**src/rtl/layer_serializer_if.sv**
```systemverilog
// layer_serializer_if: parallel neuron results in, serial word stream and status out
// i_valid/i_data driven by the producing layer (master); x_valid/x_out/busy/overrun driven by the serializer (slave)
interface layer_serializer_if #(
    parameter int NN = 10,
    parameter int dataWidth = 16
);
    logic [NN-1:0]           i_valid;
    logic [NN*dataWidth-1:0] i_data;
    logic                    x_valid;
    logic [dataWidth-1:0]    x_out;
    logic                    busy;
    logic                    overrun;
    modport master (output i_valid, i_data, input x_valid, x_out, busy, overrun);
    modport slave (input i_valid, i_data, output x_valid, x_out, busy, overrun);
endinterface

```
**src/rtl/layer_serializer.sv**
```systemverilog
// layer_serializer: double-buffered capture of NN neuron words replayed one per clock, neuron 0 first
// clk, rst (sync active-high); bus.i_valid/i_data: per-neuron strobes and words in
// bus.x_valid/x_out: serial stream out; bus.busy: shifting; bus.overrun: sticky re-strobe error
module layer_serializer #(
    parameter int NN = 10,
    parameter int dataWidth = 16
) (
    input logic clk,
    input logic rst,
    layer_serializer_if.slave bus
);
    localparam int CW = $clog2(NN);
    typedef enum logic {IDLE, SHIFT} state_t;
    state_t state, state_n;
    logic [NN-1:0] mask;
    logic [dataWidth-1:0] cap [NN];
    logic [dataWidth-1:0] shf [NN];
    logic [CW-1:0] cnt, cnt_n;
    logic full, last, xfer, ovr;
    assign full = &mask;
    assign last = cnt == CW'(NN - 1);
    // the shifter accepts a new set when idle or while presenting its final word
    assign xfer = full && (state == IDLE || last);
    always_comb begin
        state_n = xfer ? SHIFT : (state == SHIFT && last) ? IDLE : state;
        cnt_n = xfer ? '0 : (state == SHIFT && !last) ? cnt + 1'b1 : cnt;
    end
    always_ff @(posedge clk) begin
        if (rst) begin
            state <= IDLE;
            cnt <= '0;
            mask <= '0;
            ovr <= 1'b0;
            for (int k = 0; k < NN; k++) shf[k] <= '0;
        end else begin
            state <= state_n;
            cnt <= cnt_n;
            // strobes on a transfer edge land in the freshly cleared mask
            mask <= (xfer ? '0 : mask) | bus.i_valid;
            ovr <= ovr | (!xfer && |(bus.i_valid & mask));
            if (xfer) shf <= cap;
        end
    end
    always_ff @(posedge clk) begin
        for (int k = 0; k < NN; k++)
            if (bus.i_valid[k] && (xfer || !mask[k])) cap[k] <= bus.i_data[k*dataWidth +: dataWidth];
    end
    // idle keeps cnt at the last word, so x_out holds the last presented value
    assign bus.x_out = shf[cnt];
    assign bus.x_valid = state == SHIFT;
    assign bus.busy = state == SHIFT;
    assign bus.overrun = ovr;
endmodule

```
**src/flat_wrapper.sv**
```systemverilog
// flat-port wrapper written by rule: the top's interface ports become plain ports
module layer_serializer_flat 
#(
    parameter int NN = 10,
    parameter int dataWidth = 16
)
  (clk, rst, bus_i_valid, bus_i_data, bus_x_valid, bus_x_out, bus_busy, bus_overrun);
  layer_serializer_if #(.NN(NN), .dataWidth(dataWidth)) bus_i ();
  input logic clk;
  input logic rst;
  input wire logic [$bits(bus_i.i_valid)-1:0] bus_i_valid;
  input wire logic [$bits(bus_i.i_data)-1:0] bus_i_data;
  output wire logic [$bits(bus_i.x_valid)-1:0] bus_x_valid;
  output wire logic [$bits(bus_i.x_out)-1:0] bus_x_out;
  output wire logic [$bits(bus_i.busy)-1:0] bus_busy;
  output wire logic [$bits(bus_i.overrun)-1:0] bus_overrun;
  assign bus_i.i_valid = bus_i_valid;
  assign bus_i.i_data = bus_i_data;
  assign bus_x_valid = bus_i.x_valid;
  assign bus_x_out = bus_i.x_out;
  assign bus_busy = bus_i.busy;
  assign bus_overrun = bus_i.overrun;
  layer_serializer #(.NN(NN), .dataWidth(dataWidth)) u_core (.clk(clk), .rst(rst), .bus(bus_i));
endmodule
```
**config.mk**
```make
export PLATFORM = sky130hd
export DESIGN_NAME = layer_serializer_flat
export DESIGN_NICKNAME = d
export VERILOG_FILES = /design/src/rtl/layer_serializer_if.sv /design/src/rtl/layer_serializer.sv /design/src/flat_wrapper.sv
export SDC_FILE = /design/constraint.sdc
export NUM_CORES = 1
export LEC_CHECK = 0
export BUFFER_PORTS_ARGS = -buffer_cell sky130_fd_sc_hd__buf_4
export CAP_MARGIN = 10
export CORE_MARGIN = 4
export CORE_UTILIZATION = 44
export DETAILED_ROUTE_END_ITERATION = 8
export PLACE_DENSITY = 0.7
export SLEW_MARGIN = 25
export SYNTH_ARGS = -nofsm -noshare
export SYNTH_HDL_FRONTEND = slang
export SYNTH_SLANG_ARGS = --single-unit
```
**constraint.sdc**
```tcl
create_clock -name clk -period 7.3 [get_ports clk]
set_input_delay 1.46 -clock clk [delete_from_list [all_inputs] [get_ports clk]]
set_output_delay 1.46 -clock clk [all_outputs]
set_load 0.02 [all_outputs]
```
After elaboration in Yosys (flattened, before gate mapping)
Cells that the tools add are included.
{"block": "word_totals", "regBits": 336, "input_bits": 172, "out_inout_bits": 19, "wordCells": 79}
{"block": "op_classes", "add_sub_neg": 1, "magnitude_cmp": 1, "n_eq_ne": 1, "n_mux": 6, "n_bitwise": 5, "reduce_logical": 41}
{"op": "$bmux W16 S4", "n": 1}
{"op": "$mux W16", "n": 2}
{"op": "$logic_and A1 B1 Y1", "n": 14}
{"op": "$logic_not A1 Y1", "n": 12}
{"op": "$logic_or A1 B1 Y1", "n": 11}
{"op": "$and A10 B10 Y10", "n": 1}
{"op": "$mux W10", "n": 1}
{"op": "$or A10 B10 Y10", "n": 1}
{"op": "$reduce_and A10 Y1", "n": 1}
{"op": "$reduce_or A10 Y1", "n": 1}
{"op": "$ge A5 B5 Y1 const B", "n": 1}
{"op": "$not A4 Y5", "n": 1}
{"op": "$add A4 B1 Y4 const B", "n": 1}
{"op": "$eq A4 B4 Y1 const B", "n": 1}
{"op": "$mux W1", "n": 2}
{"op": "$reduce_bool A2 Y1", "n": 1}
{"op": "$reduce_or A2 Y1", "n": 1}
{"op": "$not A1 Y1", "n": 1}
{"op": "$or A1 B1 Y1", "n": 1}

Longest topological paths before layout
Gate-level depths: netlist of the first run.
{"block": "depth", "depth_word": 6, "ltp_mapped": 9, "ltp_nobuf": 5}

Worst setup path after synthesis of the first run
OpenSTA, ideal clock, no wires.
{"block": "synth_timing", "path_type": "register -> output", "startpoint": "register u_core.cnt[0]", "endpoint": "output port bus_x_out[9]", "t_arrival_ns": 1.761, "required_time_ns": 5.840, "path_slack_ns": 4.079, "path_stages_with_launch": 6, "n_path_buf": 2, "cell_sequence": "dfxtp_1 > buf_2 > buf_2 > mux4_2 > a22oi_1 > o21ai_0"}
{"block": "synth_between", "elab_chain_len": 4}
{"item": "start: declaration", "line": "layer_serializer.sv:18", "source": "logic [CW-1:0] cnt, cnt_n;"}
{"item": "start signal: assignment", "line": "layer_serializer.sv:37", "source": "cnt <= cnt_n;"}
{"item": "$not A4 Y5 (not written as such)", "line": "layer_serializer.sv:49", "source": "assign bus.x_out = shf[cnt];"}
{"item": "$bmux W16 S4", "line": "layer_serializer.sv:49"}
{"item": "$mux W16 (not written as such) (2 in a row)", "line": "layer_serializer.sv:49"}
{"item": "end: declaration", "line": "flat_wrapper.sv:14", "source": "output wire logic [$bits(bus_i.x_out)-1:0] bus_x_out;"}
No other way between the ends. The select of a mux whose other input is x is not followed.

Worst setup path after layout of the first run
{"block": "layout_timing", "startpoint": "register u_core.cnt[0]", "endpoint": "output port bus_x_out[2]"}
The elaborated chain is that of the path after synthesis.

==> results of run 1 <==
==> critical path, stage by stage, from the launching register on <==
cell and delay, ns:
dfxtp_4 1.00, mux4_2 0.64, a22oi_1 0.28, o21ai_0 0.18
buf_4 0.20
==> cell families (layout without fill, tap and decap cells) <==
kind of cell / Yosys count / after routing
AOI/OAI and AO/OA: 65 / 65
xor gates and xnor gates: 1 / 1
adders and majority gates: 2 / 2
buffers and inverters: 87 / 279
DFF: 336 / 336
muxes: 209 / 209
and+or+nand+nor: 347 / 347
==> power by group through the flow <==
stage          Sequential [W]  Combinational (W)  Clock [W]
4_1_cts               0.00207           0.000205    0.00177
2_1_floorplan         0.00210          0.0000906          0
6_report              0.00207           0.000203    0.00174
3_5_place_dp          0.00211           0.000204          0
5_1_grt               0.00207           0.000221    0.00185
3_3_place_gp          0.00211           0.000204          0
==> metrics by stage <==
stage / hold WS (ns) / worst slack (ns) / total power (W)
3_3_place_gp: 0.456 / 3.31 / 0.00231
2_1_floorplan: 0.445 / 4.08 / 0.00219
5_1_grt: 0.487 / 2.83 / 0.00414
3_5_place_dp: 0.462 / 3.20 / 0.00231
4_1_cts: 0.475 / 2.94 / 0.00405
6_report: 0.471 / 2.99 / 0.00401
==> metal layers <==
| metal | wire, µm | track usage [%] | part of all wire [%] | vias to the layer above |
|---|---|---|---|---|
| li1 | - | - | - | 4010 |
| met1 | 14700 | 25.9 | 45 | 4064 |
| met2 | 15600 | 29.7 | 47 | 210 |
| met3 | 1590 | 3.05 | 4.8 | 58 |
| met4 | 1110 | 7.05 | 3.4 | 0 |
| met5 | 0 | 0 | 0 | - |
==> Yosys cell counts <==
library cell  number  area (µm²)
mux2i_1          177        1770
edfxtp_1         160        4800
and3b_1            1        8.76
nand4_1            3        18.8
xor2_1             1        8.76
a221oi_1           1        8.76
nand3b_1           1        7.51
clkbuf_1          48         180
a211oi_1           1        7.51
nand2b_1         330        2060
o21ai_0            8        40.0
buf_6             14         158
dfxtp_1          176        3520
a2111oi_4          1        27.5
and3_1             1        6.26
buf_2              8        40.0
buf_4              4        30.0
nand2_1            4        15.0
inv_1             13        48.8
o21ai_1            9        45.0
and4_1             1        8.76
a22oi_1           19         143
a2111oi_0          1        8.76
ha_1               2        25.0
nor2_1             2        7.51
o22ai_1           10        62.6
nor2b_1            1        6.26
a2111o_1           1        11.3
nor3_1             2        10.0
mux4_2            32         721
a222oi_1           1        10.0
a21oi_1           13        65.1
or3_1              1        6.26
==> final cells by class <==
cell class	count	area [µm²]	area share [%]
flip-flops and latches	336	8330	49.9
multi-input cells	624	5190	31.1
repair buffers	199	1510	9.04
clock buffers	57	1060	6.36
well taps	396	495	2.97
clock inverters	10	66.3	0.397
inverters	13	48.8	0.292
==> worst paths after layout <==
| path | end | slack, ns |
|---|---|---|
| setup / recovery | bus_x_out[2] | 2.99 |
| hold / removal | u_core.shf[4]$_SDFFE_PP0P_ | 0.47 |
| setup reg to reg | u_core.shf[111]$_SDFFE_PP0P_ | 3.12 |
| hold reg to reg | u_core.shf[4]$_SDFFE_PP0P_ | 0.47 |
==> sequential cells by signal, summed over array words and instances, names as in the netlist <==
register and count:
u_core.shf 160, u_core.bus.busy 1, u_core.mask 10, u_core.bus.overrun 1, u_core.cnt 4, u_core.cap 160
==> metrics, run 1 <==
outcome=completed; Routed WL=between 30 and 40 mm; global-route wire length before repair=49.3 mm; Worst Hold Launch=u_core.shf[4]$_SDFFE_PP0P_; maximum clock rate=232 MHz; HP Class=reg -> reg; Worst Hold Depth=2; Leak Pwr=5.76 nW; GRT Util Overall=18.7%; Detailed Place HPWL=22.6 mm; Seq pwr share=about 52%; vias in the first global route=8565; DRT Pass-1 Iters=7; Crit. End Element=output pin; Filler Cells Inserted=2608; core area=30900 µm²; clock slew seen by the registers of the worst setup and hold paths=0.06 ns; mux share of post-synthesis cell area=roughly 18%; commonest cells after routing, fill and taps aside=nand2b_1 (330), buf_4 (197), mux2i_1 (177); Worst R2R Path Depth=6; Nets=between 1000 and 1500; Mapped Area=13900 µm²; final setup fails=0; Cell variety after synth=33; setup total negative slack=0 ns; Placed Cells=1568; syn nets=about 1200; Post-CTS Hold Buffers=0; Syn Area/Cell=13.3 µm²; switching share of power=between 20% and 30%; most common cell after layout, fill and taps aside=nand2b_1; normalized max-slew margin=roughly 25%; Worst Path Arrival=roughly 2.9 ns; Die ar.=34500 µm²; skew final=0.0186 ns; GP Congestion=around 0.84; Final ANT Viol Nets=0; clk buf depth=3; floorplan die width=186 µm; CP required=just under 6 ns; Critical R2R Launch=u_core.cnt[0]$_SDFFE_PP0P_; Setup Buffers After CTS=0; CP max FO=53; largest family of logic cells by synthesized area=multiplexers; CTS tree=built; yosys warns=0; largest net degree at the start of global routing=157; period utilization=59.0%; fin util=54.0%; Post-Synth Simple-Gate Area=15.5%; register area share after synthesis=59.9%; initial antenna violation count=0; Antenna Cells=0; total grt overflow=0; WS Path Type=reg -> out; Peak VDD IR=between 0.0001 and 0.00015 V; final hold violations=0; I/O Pins=191; Area Overhead vs Synth=20.2%; drt initial violations=609; routed len/inst=between 20 and 25 µm; final worst path period need=4.31 ns; CTS buffer count=37; Final Non-Filler Cells=approximately 1600; CTS H-tree lvls=2; Worst-Margin Slew=approximately 1.1 ns; initial core utilization=45.0%; clock network power share=43.3%; Residual DRC=0; post-route cell area=16700 µm²; Setup crit start=u_core.cnt[0]$_SDFFE_PP0P_; adder-cell area share of the yosys netlist=0.180%; Gate Count Post-Synth=1047; layout cells sized above 1=between 20% and 30%; net switching power=0.000848 W; Compound-Gate Fraction of Synth Area=3.09%; CTS resizes=0; Pwr Density=240 nW/µm²; type of origin of the critical path=register; Final Max Tran Viols=0; RSZ-0062 raised after global routing=false; clock sink count=336; MaxCap Viol Count=0; #FFs+latches synth=approximately 340; Placed Area=15500 µm²; die height=186 µm; Via density=5.10; Synth Area in XOR/XNOR=0.0630%; Comb power frac=just over 5%; P_int=0.00316 W; Worst-Skew Late Latency=0.52 ns; vias after detailed routing=8342; row count=64; # port buffers=190; Root Buffer=clkbuf_16
(Power assumes the default switching activity.)
==> inputs of run 2 (changes only) <==
==> constraint.sdc (replaced) <==
create_clock -name clk -period 4 [get_ports clk]
set_input_delay 0.8 -clock clk [delete_from_list [all_inputs] [get_ports clk]]
set_output_delay 0.8 -clock clk [all_outputs]
set_load 0.02 [all_outputs]
==> run 2 against run 1 <==
  * Sequential share of layout area decreased by 0.46 points
  * Critical path type unchanged
  * Register-to-register slack got worse by 2.1 ns
  * Critical path depth unchanged
  * Setup slack got worse by 2.4 ns
==> metrics, run 2 (same netlist as run 1, synthesis figures left out) <==
outcome=completed; Critical R2R Capture=u_core.shf[0]$_SDFFE_PP0P_; period utilization=a little over four fifths; final setup fails=0 (unchanged); MaxCap Viol Count=0 (unchanged); Via density=5.16 (+1.1%); total grt overflow=0 (unchanged); Nets=1395 (+0.72%); Setup crit start=u_core.cnt[0]$_SDFFE_PP0P_; Max stage delay on crit path=0.81 ns (-0.19 ns); Post-CTS Hold Buffers=0 (unchanged); Antenna Cells=0 (unchanged); skew final=0.0239 ns (+0.00533 ns); Final Non-Filler Cells=1644 (+0.55%); post-route cell area=16900 µm² (+0.94%); vias in the first global route=8677 (+1.3%); CP required=3.20 ns (-2.64 ns); # port buffers=190 (unchanged); final worst path period need=3.39 ns; Pwr Density=445 nW/µm² (+85%); Crit. End Element=output pin; DRT Pass-1 Iters=5 (-2); worst setup path endpoint=bus_x_out[15]; initial antenna violation count=0 (unchanged); Crit-path slowest cell=dfxtp_4; HP Class=in -> reg; global-route wire length before repair=50.4 mm (+2.3%); commonest cells after routing, fill and taps aside=nand2b_1 (330), buf_4 (205), mux2i_1 (177); Final ANT Viol Nets=0 (unchanged); clk buf depth=3 (unchanged); CTS tree=built; CTS H-tree lvls=2 (unchanged); initial core utilization=45.0% (unchanged); I/O Pins=191 (unchanged); CTS resizes=0 (unchanged); Die ar.=34500 µm² (unchanged); Worst Path Arrival=2.59 ns (-0.26 ns); routed len/inst=20.5 µm (+1.7%); die height=186 µm (unchanged); Setup Buffers After CTS=0 (unchanged); Peak VDD IR=0.000357 V (+160%); crit-path cells=mux4_2 > a22oi_1 > o21ai_0 > buf_4; Area Overhead vs Synth=21.3%; drt initial violations=607 (-0.33%); GP Congestion=0.821 (-2.5%); CTS buffer count=36 (-2.7%); final hold violations=0 (unchanged); largest net degree at the start of global routing=147 (-6.4%); row count=64 (unchanged); RSZ-0062 raised after global routing=false; GRT Util Overall=19.2% (+0.50 points); Placed Area=15600 µm² (+0.69%); clock slew seen by the registers of the worst setup and hold paths=0.06 ns (about the same); clock sink count=336 (unchanged); Final Max Tran Viols=0 (unchanged); Placed Cells=1579 (+0.70%); setup total negative slack=0 ns (unchanged); maximum clock rate=approximately 300 MHz; Detailed Place HPWL=23.6 mm (+4.3%); Leak Pwr=5.85 nW (+1.7%); Worst-Margin Slew=0.805 ns (-0.327 ns); floorplan die width=186 µm (unchanged); most common cell after layout, fill and taps aside=nand2b_1; Top Registers=u_core.cap x160, u_core.shf x160, u_core.mask x10; vias after detailed routing=8484 (+1.7%); Residual DRC=0 (unchanged); Root Buffer=clkbuf_16; core area=30900 µm² (unchanged); setup ws final=0.611 ns (-2.38 ns); WS Path Type=reg -> out; Place WS=0.954 ns (-2.24 ns); Critical R2R Launch=u_core.cnt[0]$_SDFFE_PP0P_; Routed WL=33.7 mm (+2.2%); type of origin of the critical path=register; layout cells sized above 1=24.6% (+0.95 points); normalized max-slew margin=46.3% (+22 points); CP max FO=38 (-28%); Worst-Skew Late Latency=0.52 ns (about the same); R2R Setup Slk=0.98 ns (-2.14 ns); Worst R2R Path Depth=5 (-1)
[run 2: how the worst min path moves through the flow]
stage / cells after the start / end / startpoint
5_1_grt: 1 / u_core.cap[35]$_DFFE_PP_ / bus_i_data[115]
3_5_place_dp: 2 / u_core.shf[138]$_SDFFE_PP0P_ / u_core.shf[138]$_SDFFE_PP0P_
2_1_floorplan: 2 / u_core.shf[112]$_SDFFE_PP0P_ / u_core.shf[112]$_SDFFE_PP0P_
3_3_place_gp: 2 / u_core.shf[143]$_SDFFE_PP0P_ / u_core.shf[143]$_SDFFE_PP0P_
4_1_cts: 1 / u_core.cap[35]$_DFFE_PP_ / bus_i_data[115]
6_report: 1 / u_core.cap[41]$_DFFE_PP_ / bus_i_data[121]
[run 2: metrics by stage]
stage / hold WS (ns) / utilization, % / power, W
floorplan: 0.445 / - / 0.00399
global placement: 0.457 / 50.6 / 0.00422
detailed placement: 0.461 / 50.6 / 0.00422
CTS: 0.430 / 54.5 / 0.00758
global route: 0.429 / 54.6 / 0.00775
finish: 0.452 / 54.6 / 0.00750
[run 2: layout make-up]
| class | count | area (µm²) |
|---|---|---|
| tap | 396 | 495 |
| sequential | 336 | 8330 |
| inverter | 13 | 48.8 |
| multi-input combinational | 624 | 5150 |
| fill | 2577 | 14000 |
| clock buffer | 55 | 1100 |
| clock inverter | 10 | 110 |
| timing repair buffer | 210 | 1630 |
[run 2: critical path, delay by kind of cell, from the launching register on]
family | cells | cell delay (ns)
buf+inv | 1 | 0.25
flops | 1 | 0.81
mux | 1 | 0.59
compound gates | 2 | 0.41
[run 2: where the power goes]
group	switching, W	internal, W	leakage, nW	total [W]
Clock	0.00132	0.00203	0.597	0.00335
Sequential	0.0000405	0.00373	2.94	0.00377
Combinational	0.000176	0.000199	2.32	0.000375
Total	0.00154	0.00596	5.85	0.00750
[run 2: metal layers]
metal  global-route usage [%]  wire, µm  vias up
li1                         -         -     4012
met1                     27.3     15000     4140
met2                     29.3     15300      264
met3                     3.40      2110       68
met4                     7.67      1310        0
met5                        0         0        -
